### config.mk
export PLATFORM = sky130hd
export DESIGN_NAME = muldiv_unit
export DESIGN_NICKNAME = d
export VERILOG_FILES = /design/src/rtl/muldiv_unit.sv
export SDC_FILE = /design/constraint.sdc
export NUM_CORES = 2
export LEC_CHECK = 0
export BUFFER_PORTS_ARGS = -buffer_cell sky130_fd_sc_hd__buf_2
export CORE_MARGIN = 2
export CORE_UTILIZATION = 45
export DETAILED_ROUTE_END_ITERATION = 16
export MAX_ROUTING_LAYER = met4
export SYNTH_ARGS = -nofsm -noshare
export SYNTH_HDL_FRONTEND = slang
export SYNTH_SLANG_ARGS = --single-unit
### constraint.sdc
create_clock -name clk -period 19.3 [get_ports clk]
set_input_delay 1.93 -clock clk [delete_from_list [all_inputs] [get_ports clk]]
set_output_delay 1.93 -clock clk [all_outputs]
set_load 0.005 [all_outputs]
### src/rtl/muldiv_unit.sv
// muldiv_unit: iterative multiply/divide engine for the execute stage.
// Handles MULT/MULTU/DIV/DIVU with a start/ready handshake, mid-operation
// annul and divide-by-zero reporting. The 2*WIDTH result feeds HI/LO.
//
// Ports:
//   clk, rst        clock (rising edge), asynchronous active-high reset
//   start_i         request; sampled only while busy_o == 0
//   op_i            00 MULT, 01 MULTU, 10 DIV, 11 DIVU
//   a_i, b_i        multiplicand/dividend, multiplier/divisor
//   annul_i         abort the in-flight operation (wins over start_i)
//   busy_o          operation in flight; start_i ignored
//   ready_o         one-cycle pulse, result_o/div_by_zero_o valid
//   result_o        MUL: full product; DIV: {remainder, quotient}
//   div_by_zero_o   divisor was zero (valid with ready_o)
module muldiv_unit #(
  parameter int unsigned WIDTH      = 32,
  parameter int unsigned MUL_STAGES = 2
) (
  input  logic               clk,
  input  logic               rst,
  input  logic               start_i,
  input  logic [1:0]         op_i,
  input  logic [WIDTH-1:0]   a_i,
  input  logic [WIDTH-1:0]   b_i,
  input  logic               annul_i,
  output logic               busy_o,
  output logic               ready_o,
  output logic [2*WIDTH-1:0] result_o,
  output logic               div_by_zero_o
);

  localparam int unsigned CntW    = ($clog2(WIDTH) > 2) ? $clog2(WIDTH) : 2;
  localparam int unsigned MulLast = (MUL_STAGES > 1) ? MUL_STAGES - 2 : 0;

  typedef enum logic [2:0] {
    StIdle,
    StMul,
    StDivPrep,
    StDivIter,
    StDone
  } state_e;

  state_e               state_q, state_d;
  logic [WIDTH-1:0]     a_q, a_d;      // multiplicand, later dividend/quotient shift reg
  logic [WIDTH-1:0]     b_q, b_d;      // multiplier, later divisor magnitude
  logic [WIDTH-1:0]     rem_q, rem_d;
  logic [CntW-1:0]      cnt_q, cnt_d;
  logic                 sgn_q, sgn_d;
  logic                 qneg_q, qneg_d;
  logic                 rneg_q, rneg_d;
  logic [2*WIDTH-1:0]   result_q, result_d;
  logic                 dbz_q, dbz_d;

  logic                 accept;
  logic                 sgn_i;
  logic                 mul_last;
  logic                 div_last;

  // Multiply datapath: operands come straight from the ports when the
  // product must be ready on the sampling edge (single-stage multiply).
  logic [WIDTH-1:0]     mul_a, mul_b, mag_a, mag_b;
  logic                 mul_sgn, mul_neg;
  logic [2*WIDTH-1:0]   prod_mag, prod_fix;

  // Restoring divide step.
  logic [WIDTH:0]       shifted, diff;
  logic                 qbit;
  logic [WIDTH-1:0]     rem_nxt, quo_nxt, q_fix, r_fix;

  assign sgn_i    = ~op_i[0];
  assign accept   = start_i & ~annul_i & ((state_q == StIdle) | (state_q == StDone));
  assign mul_last = (cnt_q == CntW'(MulLast));
  assign div_last = (cnt_q == CntW'(WIDTH - 1));

  always_comb begin
    mul_a    = (state_q == StMul) ? a_q : a_i;
    mul_b    = (state_q == StMul) ? b_q : b_i;
    mul_sgn  = (state_q == StMul) ? sgn_q : sgn_i;
    mag_a    = (mul_sgn & mul_a[WIDTH-1]) ? -mul_a : mul_a;
    mag_b    = (mul_sgn & mul_b[WIDTH-1]) ? -mul_b : mul_b;
    mul_neg  = mul_sgn & (mul_a[WIDTH-1] ^ mul_b[WIDTH-1]);
    prod_mag = {{WIDTH{1'b0}}, mag_a} * {{WIDTH{1'b0}}, mag_b};
    prod_fix = mul_neg ? -prod_mag : prod_mag;
  end

  always_comb begin
    shifted = {rem_q, a_q[WIDTH-1]};
    diff    = shifted - {1'b0, b_q};
    qbit    = ~diff[WIDTH];
    rem_nxt = qbit ? diff[WIDTH-1:0] : shifted[WIDTH-1:0];
    quo_nxt = {a_q[WIDTH-2:0], qbit};
    q_fix   = qneg_q ? -quo_nxt : quo_nxt;
    r_fix   = rneg_q ? -rem_nxt : rem_nxt;
  end

  // State register.
  always_ff @(posedge clk or posedge rst) begin
    if (rst) begin
      state_q  <= StIdle;
      a_q      <= '0;
      b_q      <= '0;
      rem_q    <= '0;
      cnt_q    <= '0;
      sgn_q    <= 1'b0;
      qneg_q   <= 1'b0;
      rneg_q   <= 1'b0;
      result_q <= '0;
      dbz_q    <= 1'b0;
    end else begin
      state_q  <= state_d;
      a_q      <= a_d;
      b_q      <= b_d;
      rem_q    <= rem_d;
      cnt_q    <= cnt_d;
      sgn_q    <= sgn_d;
      qneg_q   <= qneg_d;
      rneg_q   <= rneg_d;
      result_q <= result_d;
      dbz_q    <= dbz_d;
    end
  end

  // Next-state logic.
  always_comb begin
    state_d = state_q;
    unique case (state_q)
      StIdle, StDone: begin
        state_d = StIdle;
        if (accept) begin
          if (!op_i[1]) begin
            state_d = (MUL_STAGES <= 1) ? StDone : StMul;
          end else if (b_i == '0) begin
            state_d = StDone;
          end else begin
            state_d = StDivPrep;
          end
        end
      end
      StMul: begin
        if (annul_i)       state_d = StIdle;
        else if (mul_last) state_d = StDone;
      end
      StDivPrep: begin
        state_d = annul_i ? StIdle : StDivIter;
      end
      StDivIter: begin
        if (annul_i)       state_d = StIdle;
        else if (div_last) state_d = StDone;
      end
      default: state_d = StIdle;
    endcase
  end

  // Datapath next values; result only moves on a transition into StDone.
  always_comb begin
    a_d      = a_q;
    b_d      = b_q;
    rem_d    = rem_q;
    cnt_d    = cnt_q;
    sgn_d    = sgn_q;
    qneg_d   = qneg_q;
    rneg_d   = rneg_q;
    result_d = result_q;
    dbz_d    = dbz_q;
    unique case (state_q)
      StIdle, StDone: begin
        if (accept) begin
          a_d    = a_i;
          b_d    = b_i;
          sgn_d  = sgn_i;
          qneg_d = sgn_i & (a_i[WIDTH-1] ^ b_i[WIDTH-1]);
          rneg_d = sgn_i & a_i[WIDTH-1];
          cnt_d  = '0;
          if (!op_i[1] && (MUL_STAGES <= 1)) begin
            result_d = prod_fix;
            dbz_d    = 1'b0;
          end else if (op_i[1] && (b_i == '0)) begin
            result_d = '0;
            dbz_d    = 1'b1;
          end
        end
      end
      StMul: begin
        cnt_d = cnt_q + CntW'(1);
        if (!annul_i && mul_last) begin
          result_d = prod_fix;
          dbz_d    = 1'b0;
        end
      end
      StDivPrep: begin
        a_d   = (sgn_q & a_q[WIDTH-1]) ? -a_q : a_q;
        b_d   = (sgn_q & b_q[WIDTH-1]) ? -b_q : b_q;
        rem_d = '0;
        cnt_d = '0;
      end
      StDivIter: begin
        a_d   = quo_nxt;
        rem_d = rem_nxt;
        cnt_d = cnt_q + CntW'(1);
        if (!annul_i && div_last) begin
          result_d = {r_fix, q_fix};
          dbz_d    = 1'b0;
        end
      end
      default: ;
    endcase
  end

  // Outputs.
  always_comb begin
    busy_o        = (state_q == StMul) | (state_q == StDivPrep) | (state_q == StDivIter);
    ready_o       = (state_q == StDone);
    result_o      = result_q;
    div_by_zero_o = dbz_q;
  end

endmodule

==> impl_metrics.csv <==
group,metric,value,unit
final_layout,area_delta_synth_final,7.29,%
synthesis,synth_common_cells,"946 x inv_1, 897 x fa_1, 793 x nor2_1",
timing,slew_headroom,12.8,%
die,rows,121,
detailed_routing,wl_met3,17700,µm
setup_path,rr_startpoint,"state_q[0]",
clocking,cts_buffers,17,
clocking,clk_pin_slew,0.08,ns
detailed_routing,wl_met2,84700,µm
detailed_routing,drt_first_pass_iters,9,
detailed_routing,dr.max_layer_used,"met4",
synthesis,ys_warn_count,0,
detailed_routing,vias,44800,
synthesis,synth.distinct_cells,107,
min_path,hp-class,"flop to flop",
global_route,grt_max_degree,72,
detailed_routing,vias_per_cell,5.96,
placed_design,dp_hpwl,153000,µm
run,cap_violations,0,
global_route,grt_pass1_vias,44900,
timing,final.period_utilization,75.5,%
clocking,clkSinkCount,172,
min_path,holdPathEnd,"result_o[13]",
timing,worstMarginPinSlew,1.30,ns
final_layout,final_nets,7302,
die,pin_count,137,
die,start_util,45.5,%
die,die_y,337,µm
synthesis,ys_top_cells_by_area,"fa_1 36%, dfrtp_1 8.7%, ha_1 7.6%, inv_1 7.1%, nor2_1 6.0%",
clocking,cts_root_buf,"clkbuf_16",
setup_path,startpoint,"state_q[0]",
synthesis,synth_seq_cells,172,
die,core_area,0.109,mm²
placed_design,routabilityCongestion,1.03,
synthesis,synthCells,6091,
detailed_routing,ant_nets,0,
detailed_routing,wl_per_cell,25.7,µm
timing,period_minus_slack,14.58,ns
setup_path,start_kind,"flop",
clocking,clk_latency,0.51,ns
synthesis,synth_top_area_share,36.1,%
clocking,tritoncts,"done",
setup_path,cp.required,19.67,ns
timing,rsz0062_at_grt,"no",
global_route,antenna_found_initial,7,
synthesis,synth.most_common_cell,"inv_1",
setup_path,crit_slowest_cell,"or3b_4",
detailed_routing,routed_wl,193000,µm
timing,maxSlewViolCount,0,
clocking,cts_hold_buf,0,
detailed_routing,drc,0,
setup_path,end_kind,"flop",
timing,setup_tns,0,ns
timing,finalHoldViolCount,0,
global_route,grt_overflow_total,0,
synthesis,async_flop_share,100,%
synthesis,synth_edf_count,0,
die,die-area,0.113,mm²
synthesis,netlist_area,0.0498,mm²
setup_path,critPathMaxFanout,67,
clocking,cts_setup_buffers,0,
setup_path,rr_worst_depth,38,
timing,max_freq,0.0686,GHz
outcome,status,"finished clean",
setup_path,slowest_delay,0.97,ns
setup_path,path_common_cell,"fa_1",
min_path,hold_depth,2,
detailed_routing,dr.first_iter.drc_count,4780,
setup_path,reg2reg_to,"result_o[62]",
final_layout,final_util,48.8,%
clocking,cts_max_level,4,
clocking,max-clock-path-buffers,2,
synthesis,ys.flop_type,"dfrtp_1",
final_layout,nFillCells,10700,
setup_path,rrSetupSlack,4.72,ns
timing,timing.hold.ws,0.504,ns
final_layout,drive_above_1_share,7.45,%
synthesis,yosysSeqAreaShare,8.65,%
timing,setup_viol,0,
synthesis,syn_nets,7362,
placed_design,portBuffers,136,
timing,fin_skew,0.0149,ns
global_route,grt_use_total,35.9,%
min_path,hp-start,"result_o[13]",
die,dieWidth,337,µm
synthesis,synth.avg_cell_area,8.17,µm²
synthesis,synth_top_area_cell,"fa_1",
setup_path,worstPathArrival,14.95,ns
detailed_routing,met1Wirelength,78900,µm
setup_path,worstSetupPathType,"flop to flop",
clocking,cts_resized,0,
global_route,grt_pass1_wl,293000,µm
-- per-stage QoR --
step	instance area, µm²	instances	worst slack, ns
2_1_floorplan	49800	6091	6.39
3_3_place_gp	52800	7488	5.02
3_5_place_dp	52800	7488	4.83
4_1_cts	53400	7520	4.83
5_1_grt	53400	7527	3.94
6_report	53400	7527	4.72
-- routing by layer --
layer / vias to the layer above / GRT usage, %
met5: - / -
met4: 0 / 17.9
met3: 445 / 6.55
met2: 2294 / 53.2
met1: 22700 / 47.4
li1: 19400 / -
-- critical path, delay by kind of cell, from the launching register on --
kind / cells / cell delay [ns]
and+or+nand+nor: 16 / 5.74
adders and majority gates: 9 / 4.62
AOI/OAI and AO/OA: 7 / 1.72
buffers and inverters: 5 / 1.65
DFF: 1 / 0.39
muxes: 1 / 0.26
-- cell type report --
cell class	instances	area (µm²)	share of cell area (%)
clock buffer	17	425	0.797
tap	1476	1850	3.46
inverter	947	3560	6.67
antenna	7	17.5	0.0328
sequential	172	4310	8.07
multi-input combinational	4630	41400	77.6
timing repair buffer	263	1630	3.06
clock inverter	15	184	0.345
-- state kept, by name, summed over array words and instances, names as in the netlist --
signal / cells
a_q: 32
b_q: 32
cnt_q: 5
div_by_zero_o: 1
qneg_q: 1
rem_q: 32
result_o: 64
rneg_q: 1
sgn_q: 1
state_q: 3
-- worst max path at each step --
| stage | endpoint | cells after the start |
|---|---|---|
| after detailed placement | result_o[62] | 38 |
| after floorplan | result_o[62] | 49 |
| after CTS | result_o[62] | 38 |
| final | result_o[62] | 38 |
| after global routing | result_o[55] | 40 |
| after global placement | result_o[62] | 38 |
-- logic make-up (layout without fill, tap and decap cells) --
group           Yosys count  count (layout)  synth area share (%)
simple gates           2051            2051                  17.9
xor+xnor                290             290                  5.12
flops                   172             172                  8.65
mux                      91              91                  1.84
buf+inv                1289            1242                  9.87
other cells               0               7                     0
compound gates          997             997                  12.8
fa+ha+maj              1201            1201                  43.7
-- cells in the final DEF, fill, tap and decap left out, drive strengths merged, types with 15 or more instances in the layout --
cell and n:
a22oi 33, a31oi 30, and3 26, nor4 32
inv 952, nand2 751, clkbuf 17, nand4 49
a21oi 262, a221oi 15, o21a 22, o311ai 18
fa 897, nand2b 32, or4 17, ha 304
dfrtp 172, nor2 794, and4 17, a22o 24
or3 38, buf 263, o31ai 30, nand3 88
nor3 103, o211ai 20, mux2i 87, and2 35
o22ai 44, o21ai 307, or2 15, a211oi 30
xnor2 155, xor2 135, a21o 30
Power is left out: the tool's default activity adds up to more than one toggle a clock period on the data nets, which glitch-free logic cannot reach.
